### config.mk
export PLATFORM = sky130hd
export DESIGN_NAME = serial_transmitter
export DESIGN_NICKNAME = d
export VERILOG_FILES = /design/src/rtl/serial_transmitter.sv
export SDC_FILE = /design/constraint.sdc
export NUM_CORES = 1
export LEC_CHECK = 0
export CAP_MARGIN = 5
export CORE_MARGIN = 2
export CORE_UTILIZATION = 42
export DETAILED_ROUTE_END_ITERATION = 12
export HOLD_SLACK_MARGIN = 0.08
export PLACE_DENSITY = 0.61
export SLEW_MARGIN = 10
export SYNTH_ARGS = -nofsm -noshare
export SYNTH_HDL_FRONTEND = slang
export SYNTH_SLANG_ARGS = --single-unit
### constraint.sdc
create_clock -name clk -period 1.7 [get_ports clk]
set_input_delay 0.255 -clock clk [delete_from_list [all_inputs] [get_ports clk]]
set_output_delay 0.255 -clock clk [all_outputs]
set_load 0.02 [all_outputs]
### src/rtl/serial_transmitter.sv
// Serial frame transmitter: start bit, DATA_WIDTH data bits LSB first, optional even parity,
// stop bit, each held for CLKS_PER_BIT clocks. All outputs are registered.
module serial_transmitter #(
  parameter int unsigned CLKS_PER_BIT = 16,
  parameter int unsigned DATA_WIDTH   = 8,
  parameter int unsigned PARITY_EN    = 0
) (
  input  logic                  clk,
  input  logic                  reset,
  input  logic                  load,
  input  logic [DATA_WIDTH-1:0] data_in,
  output logic                  tx_out,
  output logic                  ready,
  output logic                  done
);

  localparam int unsigned CntW = (CLKS_PER_BIT > 1) ? $clog2(CLKS_PER_BIT) : 1;
  localparam int unsigned IdxW = $clog2(DATA_WIDTH) + 1;
  localparam logic [CntW-1:0] CntLast = CntW'(CLKS_PER_BIT - 1);
  localparam logic [IdxW-1:0] IdxLast = IdxW'(DATA_WIDTH - 1);

  typedef enum logic [2:0] {
    StIdle,
    StStart,
    StData,
    StParity,
    StStop
  } state_e;

  state_e                state_q;
  logic [CntW-1:0]       sample_cnt_q;
  logic [IdxW-1:0]       bit_idx_q;
  logic [DATA_WIDTH-1:0] shift_q;
  logic [DATA_WIDTH-1:0] shift_next;
  logic                  parity_q;
  logic                  bit_end;

  assign shift_next = shift_q >> 1;
  assign bit_end    = (sample_cnt_q == CntLast);

  always_ff @(posedge clk or posedge reset) begin
    if (reset) begin
      state_q      <= StIdle;
      sample_cnt_q <= '0;
      bit_idx_q    <= '0;
      shift_q      <= '0;
      parity_q     <= 1'b0;
      tx_out       <= 1'b1;
      ready        <= 1'b1;
      done         <= 1'b0;
    end else begin
      done <= 1'b0;
      if (state_q != StIdle) begin
        sample_cnt_q <= bit_end ? '0 : sample_cnt_q + 1'b1;
      end
      case (state_q)
        StIdle: begin
          if (load) begin
            shift_q      <= data_in;
            parity_q     <= ^data_in;
            sample_cnt_q <= '0;
            bit_idx_q    <= '0;
            tx_out       <= 1'b0;
            ready        <= 1'b0;
            state_q      <= StStart;
          end
        end
        StStart: begin
          if (bit_end) begin
            tx_out  <= shift_q[0];
            state_q <= StData;
          end
        end
        StData: begin
          if (bit_end) begin
            shift_q   <= shift_next;
            bit_idx_q <= bit_idx_q + 1'b1;
            if (bit_idx_q == IdxLast) begin
              if (PARITY_EN != 0) begin
                tx_out  <= parity_q;
                state_q <= StParity;
              end else begin
                tx_out  <= 1'b1;
                state_q <= StStop;
              end
            end else begin
              // Register the next bit now so the line changes exactly on the boundary edge
              tx_out <= shift_next[0];
            end
          end
        end
        StParity: begin
          if (bit_end) begin
            tx_out  <= 1'b1;
            state_q <= StStop;
          end
        end
        StStop: begin
          if (bit_end) begin
            ready   <= 1'b1;
            done    <= 1'b1;
            state_q <= StIdle;
          end
        end
        default: begin
          tx_out  <= 1'b1;
          ready   <= 1'b1;
          state_q <= StIdle;
        end
      endcase
    end
  end

endmodule

### Yosys cells after proc, flatten, opt, wreduce, memory -nomap -nowiden

Cells that the tools add are included.

* multiplexer cells: 26
* $add $sub $neg: 2
* bitwise logic cells: 2
* reductions and logical operators: 8
* equality and inequality tests: 12

Operators with widths (number)
* $mux W4: 6
* $mux W3: 6
* $mux W8: 2
* $pmux W8 S2: 1
* $pmux W3 S5: 1
* $ne A2 B2 Y1 const B: 6
* $add A4 B1 Y4 const B: 2
* $pmux W4 S2: 1
* $mux W1: 7
* $eq A3 B2 Y1 const B: 2
* $reduce_and A3 Y1: 2
* $reduce_and A6 Y1: 1
* $pmux W1 S5: 1
* $reduce_and A5 Y1: 1
* $eq A4 B3 Y1 const B: 1
* $eq A4 B4 Y1 const B: 1
* $eq A3 B1 Y1 const B: 1
* $eq A3 B3 Y1 const B: 1
* $logic_not A3 Y1: 1
* $pmux W1 S3: 1
* $reduce_bool A3 Y1: 1
* $reduce_or A3 Y1: 1
* $not A1 Y1: 2
* $reduce_bool A2 Y1: 1

* register bits: 22
* logic and storage cells: 57
* output and inout bits: 3

### Logic depth before layout (Yosys ltp)

* depth in word-level cells: 5
* depth in mapped cells: 6
* gate-level depth less buffers: 5

### Least setup slack after synthesis

Ideal clock, no wire load.

* path type: register to register
* start: register sample_cnt_q[0]
* end: register shift_q[0]
* slack: 178 ps
* arrival: 1395 ps
* data required time: 1574 ps
* stages on the path, launching flop included: 7
* path through: dfrtp_1 ha_1 and3_1 buf_2 nand2_1 nor2_1 a221o_1

* cells in the longest elaborated chain, start to end: 3

Ends and longest elaborated chain
* from (decl): line 31 `logic [CntW-1:0] sample_cnt_q;`
* from (signal assigned): line 54 `sample_cnt_q <= bit_end ? '0 : sample_cnt_q + 1'b1;`
* $eq A4 B4 Y1: line 39 `assign bit_end = (sample_cnt_q == CntLast);`
* $ne A2 B2 Y1 (no line)
* $reduce_and A3 Y1 (no line)
* to (signal assigned): line 59 `shift_q <= data_in;`
* to (signal assigned): line 76 `shift_q <= shift_next;`
* to (decl): line 33 `logic [DATA_WIDTH-1:0] shift_q;`

No other way between the ends.
A chain may end at the register's enable or synchronous reset.

### Worst setup path after layout

* start: register state_q[2]
* end: register sample_cnt_q[2]

* cells in the longest elaborated chain, start to end: 4

Ends and longest elaborated chain
* from (decl): line 30 `state_e state_q;`
* from (signal assigned): line 43 `state_q <= StIdle;`
* from (signal assigned): line 65 `state_q <= StStart;`
* from (signal assigned): line 71 `state_q <= StData;`
* $reduce_bool A3 Y1: line 53 `if (state_q != StIdle) begin`
* $mux W4: line 53
* $mux W4: line 58 `if (load) begin`
* $mux W4 *: line 56 `case (state_q)`

Every way passes the cells marked *; elsewhere a longest branch is shown, timed or not.

==> impl_metrics.env <==
export IMPL_portBuffers=13
export IMPL_timing_rr_end="sample_cnt_q[2]"
export IMPL_rsz0062_at_grt="no"
export IMPL_synth_top_area_cell="dfrtp_1"
export IMPL_viasPerCell=5.41
export IMPL_clockBufferDepth=2
export IMPL_drive_gt1_share_pct=14.6
export IMPL_antenna_left=0
export IMPL_root_buffer="clkbuf_4"
export IMPL_layout_nets=144
export IMPL_max_freq_mhz=638
export IMPL_hold_viol_final=0
export IMPL_path_max_fanout=10
export IMPL_synth_compound_area_share_pct=20.3
export IMPL_hold_ws_ps=208
export IMPL_status="completed"
export IMPL_multi_input_comb_area_um2=502
export IMPL_synth_top_family_by_area="simple AND/OR/NAND/NOR gates"
export IMPL_numClockSinks=22
export IMPL_avgSynthCellArea_um2=9.94
export IMPL_io_pin_count=14
export IMPL_grt_pass1_vias=872
export IMPL_worstPathRequired_ps=1910
export IMPL_wl_per_cell_um=13.6
export IMPL_setup_violations=0
export IMPL_rr_startpoint="state_q[2]"
export IMPL_yosysUniqueCellTypes=34
export IMPL_worst_slew_pin_slew_ps=527
export IMPL_area_growth_pct=19.7
export IMPL_period_needed_ps=1570
export IMPL_critPathCaptureType="register"
export IMPL_cts_buffers=3
export IMPL_synth_top_area_share_pct=45.4
export IMPL_ctsHoldBuffers=0
export IMPL_vias=865
export IMPL_fin_crit_sh_pct=92.2
export IMPL_start_util_pct=44.5
export IMPL_r2r_setup_slack_ps=130
export IMPL_worstPathArrival_ps=1780
export IMPL_synth_edf_count=0
export IMPL_synth_fa_ha_area_share_pct=2.27
export IMPL_h_tree_depth=1
export IMPL_ys_ff_latch=22
export IMPL_gp_congestion=0.742
export IMPL_tritoncts="built"
export IMPL_postSynth_asyncResetShare_pct=100
export IMPL_drc=0
export IMPL_regArea_um2=553
export IMPL_dieArea_um2=3050
export IMPL_yosys_area_share_simple_pct=20.9
export IMPL_fin_skew_ps=1.98
export IMPL_core_area_um2=2480
export IMPL_yosys_warnings=0
export IMPL_drt_first_pass_iters=3
export IMPL_rr_worst_depth=4
export IMPL_rows=18
export IMPL_utilization_pct=53.3
export IMPL_cp_startpoint="state_q[2]"
export IMPL_worst_slack_ps=133
export IMPL_power_leakage_nw=0.609
export IMPL_maxSlewViolCount=0
export IMPL_tns_ps=0
export IMPL_ir_worst_vdd_v=0.000304
export IMPL_grt_usage_pct=16.0
export IMPL_cts_setup_buffers=0
export IMPL_grt_max_degree=15
export IMPL_clk_latency_ps=300
export IMPL_power_density_nw_per_um2=610
export IMPL_pre_cts_ws_ps=52.5
export IMPL_muxShareOfSynthArea_pct=0.907
export IMPL_clk_pin_slew_ps=110
export IMPL_synth_area_top_cells="dfrtp_1, a21oi_1, dfstp_2"
export IMPL_hold_class="in -> async"
export IMPL_grt_ovfl_total=0
export IMPL_crit_end="sample_cnt_q[2]"
export IMPL_syn_area_um2=1100
export IMPL_relSlewSlack_pct=64.9
export IMPL_synth_nets=124
export IMPL_synthXorXnorAreaFrac_pct=0
export IMPL_startpoint_type="register"
export IMPL_die_x_um=55.3
export IMPL_dp_hpwl_um=1640
export IMPL_route_final_wire_length_um=2170
export IMPL_grt_first_pass_wirelength_um=3930
export IMPL_antenna_found_initial=0
export IMPL_syn_inst=111
export IMPL_crit_type="reg -> reg"
export IMPL_drtIter0Drc=29
export IMPL_die_h_um=55.3
export IMPL_antenna_cells=0
export IMPL_n_fill_cell=223
export IMPL_drv_cap=0
export IMPL_yosysSeqAreaShare_pct=50.1
export IMPL_yosys_most_used_dff="dfrtp_1"
-- routing by layer --
layer | vias to the layer above | GRT usage (%) | wire length, um
li1 | 437 | - | -
met1 | 412 | 21.5 | 1050
met2 | 10 | 24.5 | 1020
met3 | 6 | 2.34 | 50
met4 | 0 | 9.41 | 51
met5 | - | 0 | 0
-- logic make-up after synthesis --
kind of cell             count (synthesis)
AO/OA/AOI/OAI                           38
adder cells (fa/ha/maj)                  2
buffers and inverters                   12
flip-flops                              22
multiplexers                             1
AND/OR/NAND/NOR                         36
-- layout make-up --
type	instances	area share [%]
Sequential cell	22	41.9
Timing Repair Buffer	19	13.1
Multi-Input combinational cell	77	38.0
Clock buffer	4	1.99
Inverter	8	2.27
Tap cell	30	2.84
-- cell usage after synthesis (2+ instances only) --
library cell and number:
o31ai_1 2, and3_1 2, dfstp_2 2, nor2_1 9, ha_1 2, a21oi_1 15
buf_4 2, nor3_1 2, nand2_1 11, o22ai_1 6, inv_1 8, dfrtp_1 20
o21ai_0 9
-- registers in the layout, summed over array words and instances (netlist names) --
signal and cells:
state_q 3, done 1, bit_idx_q 4, sample_cnt_q 4, tx_out 1, shift_q 8, ready 1
-- placed cells by master (no fill, tap or decap), types with 2 or more instances in the layout --
cell / instances
clkdlybuf4s50_1: 11
a21oi_1: 15
o31ai_1: 2
clkbuf_4: 3
nor3_1: 2
nor2_1: 9
buf_4: 6
o22ai_1: 6
o21ai_0: 9
inv_1: 8
dlygate4sd2_1: 2
ha_1: 2
dfrtp_1: 20
dfstp_2: 2
nand2_1: 11
-- worst min-delay path by stage --
stage	endpoint	slack, ps	depth (start not counted)
after detailed placement	bit_idx_q[3]	480	1
after global placement	bit_idx_q[3]	460	1
after CTS	sample_cnt_q[2]	220	2
after global routing	sample_cnt_q[1]	240	2
after floorplan	bit_idx_q[0]	240	1
final	state_q[2]	210	2
-- through the flow --
step                      cell area (um2)  power [W]  cells
after global placement               1280   0.000576    156
after global routing                 1320   0.000851    160
after detailed placement             1280   0.000577    156
final                                1320   0.000806    160
after CTS                            1310   0.000817    160
after floorplan                      1100   0.000545    111
-- what timing repair did --
| action | in CTS | in global routing |
|---|---|---|
| pin swaps | 0 | 0 |
| setup endpoints to repair | 2 | 12 |
| gates resized for setup | 2 | 3 |
-- power breakdown --
part	total, W	leakage [nW]	internal [W]	switching [W]
Combinational	0.0000405	0.300	0.0000248	0.0000157
Sequential	0.000525	0.295	0.000525	0.000000564
Clock	0.000240	0.0150	0.0000914	0.000149
Total	0.000806	0.609	0.000641	0.000165
-- worst max-delay path: stages (launching register included) --
cell,delay [ps]
dfrtp_1,560
or3_4,490
nor2_1,200
o21ai_0,120
o21ai_0,110
Note: power is estimated with default switching activity, not from simulation.
==> patch 1, RTL diff (same settings) <==
Set the parameter `DATA_WIDTH` to 4 (it was 8).
--- a/src/rtl/serial_transmitter.sv
+++ b/src/rtl/serial_transmitter.sv
@@ -4,3 +4,3 @@
   parameter int unsigned CLKS_PER_BIT = 16,
-  parameter int unsigned DATA_WIDTH   = 8,
+  parameter int unsigned DATA_WIDTH   = 4,
   parameter int unsigned PARITY_EN    = 0
Ports: changed (resized data_in); port bits go from 14 to 10. No check against the original RTL was run, so the function may have changed too.
==> patch 1 against the original RTL <==
- first-iteration DRC count decreased by 52%
- design area is 14% lower
- sequential share of layout area down 4.1 points
- highest routed layer unchanged
- die area is 8.5% lower
- wire length is 3.4% lower
- worst setup slack improved by 0.088 ns
- area after synthesis is 9.2% lower
- sequential cell count down 5
Power is not compared: it rests on default switching activity, and its combinational part moved more than twofold at a synthesized area within 25%.
==> patch 1: results <==
[clock_tree]
ctsResizeCount = 2
postCtsSetupBuffers = 0
clkTransAtPathRegs_ns = 0.10
clock_latency_ns = 0.29
cts-buffers-inserted = 3
root_buffer = clkbuf_4
htreeDepth = 1

[cells_and_area]
layout-drive-gt1-share = 0.183
nNetsFinal = 120
antenna_cells = 0
reg_top3 = sample_cnt_q (4), shift_q (4)

[global_route]
first_global_vias = 776
grt_pass1_wl_um = 3660
antenna_found_initial = 0
grt_max_degree = 18
grt.total_usage = 0.182

[status]
status = finished, final reports clean

[logic_synthesis]
ys_types = 37
async_flop_share = 1.00
syn_nets = 105
synth_top_cells_by_count = 15 x dfrtp_1, 6 x nand2_1, 6 x nor2_1, 6 x o21ai_0
yosysWarnings = 0
seq_area_frac_synth = 0.427
synthTopCellsByArea = dfrtp_1 37%, dfstp_2 5.2%, clkbuf_8 4.1%
syn_area_per_cell_um2 = 10.5

[placement]
place_ws_ns = 0.102
dpl.cell_count = 133
port-buffer-count = 9
post_dp_cell_area_mm2 = 0.00111
routabilityCongestion = 0.811
hpwl_um = 1550

[critical_path]
r2r_slack_ns = 0.22
crit_path_max_incr_delay_ns = 0.60
arrival_ns = 1.22
path_delay_family = buffers and inverters
crit_path_max_fanout = 1
r2r_end = shift_q[2]
r2r-start = sample_cnt_q[0]
slowest_stage = clkdlybuf4s50_1

[drt]
wl_per_cell_um = 15.3
drt-total-wl_um = 2100
initialDrtViolationCount = 14
dr.pass1.iters = 4
vias_per_cell = 6.01

[sta]
max_freq_ghz = 0.676
max_slew_margin = 0.700
holdWs_ns = 0.262
clock_skew_ns = 0.00554

[hold_path]
hold_class = primary input to asynchronous set/reset pin

[pwr]
ir_drop_v = 0.000942
-- patch 1: changes by cell type in the layout (fill, tap and decap cells not counted), sizes merged, moves of 3 or more --
cell | unedited run | this run
nand2b | 0 | 4
inv | 8 | 4
dfrtp | 20 | 15
a21oi | 16 | 3
nand2 | 11 | 6
nand3 | 1 | 4
o221a | 0 | 3
nor2 | 9 | 6
o22ai | 6 | 0
o2bb2ai | 0 | 4
clkdlybuf4s50 | 11 | 7
o21ai | 9 | 6
-- patch 1: cell type report --
cell class,count,area [µm²]
inverters,4,15.0
repair buffers,16,140
fillers,222,1100
multi-input cells,68,488
well taps,28,35.0
clock buffers,4,26.3
flip-flops and latches,17,428
-- patch 1: worst max-delay path by stage --
stage,cells after the start,to,start
3_3_place_gp,4,shift_q[0],load
2_1_floorplan,5,shift_q[1],sample_cnt_q[0]
3_5_place_dp,4,shift_q[1],load
5_1_grt,3,tx_out,state_q[1]
4_1_cts,1,done,done
6_report,1,done,done
-- patch 1: logic make-up (layout without fill, tap and decap cells) --
kind of cell	after synthesis	after routing	share of synthesized area
and+or+nand+nor	35	35	0.217
muxes	3	3	0.0300
adders and majority gates	3	3	0.0375
AOI/OAI and AO/OA	27	27	0.202
DFF	17	17	0.427
buffers and inverters	10	24	0.0861
-- patch 1: routing by layer --
metal	track usage	share of wire	up-vias
li1	-	-	387
met4	0.0513	0.0057	0
met3	0.0508	0.040	2
met5	0	0	-
met1	0.247	0.46	417
met2	0.283	0.49	18
-- patch 1: report_power, final --
group          total (mW)  internal, mW  switching (mW)
clock network       0.217        0.0913           0.125
registers           0.795         0.577           0.218
logic               0.714         0.368           0.346
==> patch 2, RTL diff (same flow settings) <==
Without the edit above. Encoding of `state_e`: now one-hot (5 bits for 5 states).
--- a/src/rtl/serial_transmitter.sv
+++ b/src/rtl/serial_transmitter.sv
@@ -21,8 +21,8 @@
 
-  typedef enum logic [2:0] {
-    StIdle,
-    StStart,
-    StData,
-    StParity,
-    StStop
+  typedef enum logic [4:0] {
+    StIdle   = 5'b00001,
+    StStart  = 5'b00010,
+    StData   = 5'b00100,
+    StParity = 5'b01000,
+    StStop   = 5'b10000
   } state_e;
Function: same outputs for any inputs over 10 cycles, from zero or initial values and one cycle with reset high; not proved beyond that.
==> patch 2 against the original RTL <==
- the run now ends with setup timing left
- worst setup slack lost 0.15 ns
- wire length grew 34%
- sequential power grew 4.2%
- design area grew 23%
- area after synthesis grew 13%
- utilization grew 5.1 points
- largest cell class is now multi-input combinational cells
- clock skew grew 0.0072 ns
- sequential cell count grew 1
- critical endpoint is now tx_out
- power grew 4.4%
==> patch 2: results <==
[critical_path]
arrival_ns = 1.97
path_delay_family = flip-flops
r2r_end = tx_out
slowest_stage = dfrtp_2
crit_path_max_incr_delay_ns = 0.48
crit_path_max_fanout = 6
ff2ff_path_depth = 5

[logic_synthesis]
ys_types = 38
yosysWarnings = 0
synthTopCellsByArea = dfrtp_1 40%, dfstp_2 6.3%, nand2_1 5.4%
syn_nets = 140
synthCells = 127
seq_area_frac_synth = 0.466
synth_top_cells_by_count = 20 x dfrtp_1, 18 x nand2_1, 11 x o21ai_1, 6 x nand3_1, 6 x nor2_1

[sta]
holdWs_ns = 0.278
setup_violations = 2
finalWorstSetupSlack_ns = -0.0199
fin_tns_setup_ns = -0.0297
clock_skew_ns = 0.00919
worst_pin_slew_ns = 0.426

[clock_tree]
ctsResizeCount = 8
clkTransAtPathRegs_ns = 0.13
clock_latency_ns = 0.31

[placement]
post_dp_cell_area_mm2 = 0.00153
routabilityCongestion = 0.718
hpwl_um = 1980
port-buffer-count = 13
dpl.cell_count = 184

[drt]
initialDrtViolationCount = 34
dr.pass1.iters = 4
wl_per_cell_um = 15.2
vias_per_cell = 5.65

[cells_and_area]
layout-drive-gt1-share = 0.292
instances_no_fill = 192
fillers = 262
top_register = shift_q

[global_route]
first_global_vias = 1070
grt.total_usage = 0.186
grt_util_met3 = 0.0308
met2_usage = 0.302
grtUsageMet1 = 0.247
grt_max_degree = 24
grt_pass1_wl_um = 4820

[status]
status = complete, but fails checks
violations = setup timing

[pwr]
ir_drop_v = 0.000498
p_leak_nw = 0.721
patch 2: cell types whose count changed in the layout (fill, tap and decap cells not counted), moves of 6 or more:
| cell | change |
|---|---|
| o21ai_1 | +11 |
| a21oi_1 | -13 |
| inv_1 | -7 |
| o22ai_1 | -6 |
| nand2_1 | +7 |
| buf_4 | +18 |
patch 2: per-stage QoR:
step	setup WS (ns)	utilization
floorplan	-0.0339	-
global placement	-0.0114	0.550
detailed placement	-0.0658	0.550
CTS	-0.0279	0.565
global route	-0.0838	0.585
finish	-0.0199	0.585
patch 2: area by class of cell:
cell class | instances | area share
multi-input combinational | 94 | 0.400
clock buffer | 4 | 0.0162
inverter | 1 | 0.00231
timing repair buffer | 39 | 0.199
sequential | 23 | 0.358
tap | 31 | 0.0238
patch 2: logic make-up (layout without fill, tap and decap cells):
kind of cell             after synthesis  in the layout  share of synthesized area
AO/OA/AOI/OAI                         28             28                      0.139
adder cells (fa/ha/maj)                2              2                     0.0201
buffers and inverters                 10             44                     0.0463
flip-flops                            23             23                      0.466
multiplexers                           5              5                     0.0412
AND/OR/NAND/NOR                       59             59                      0.288
patch 2: worst max path at each step:
stage,end,slack [ns],cells past startpoint
global placement,bit_idx_q[3],-0.01,3
CTS,bit_idx_q[3],-0.03,5
finish,tx_out,-0.02,5
detailed placement,tx_out,-0.07,4
floorplan,tx_out,-0.03,5
global route,shift_q[5],-0.08,6
patch 2: metal layers:
layer / routed length [µm] / vias up
li1: - / 531
met1: 1370 / 528
met2: 1420 / 21
met3: 83 / 5
met4: 39 / 0
met5: 0 / -
patch 2: power by group:
part           total [mW]  switching (mW)  leakage (nW)  internal (mW)
logic              0.0411          0.0173         0.415         0.0238
registers           0.547               0         0.292          0.547
clock network       0.253           0.161        0.0150         0.0917
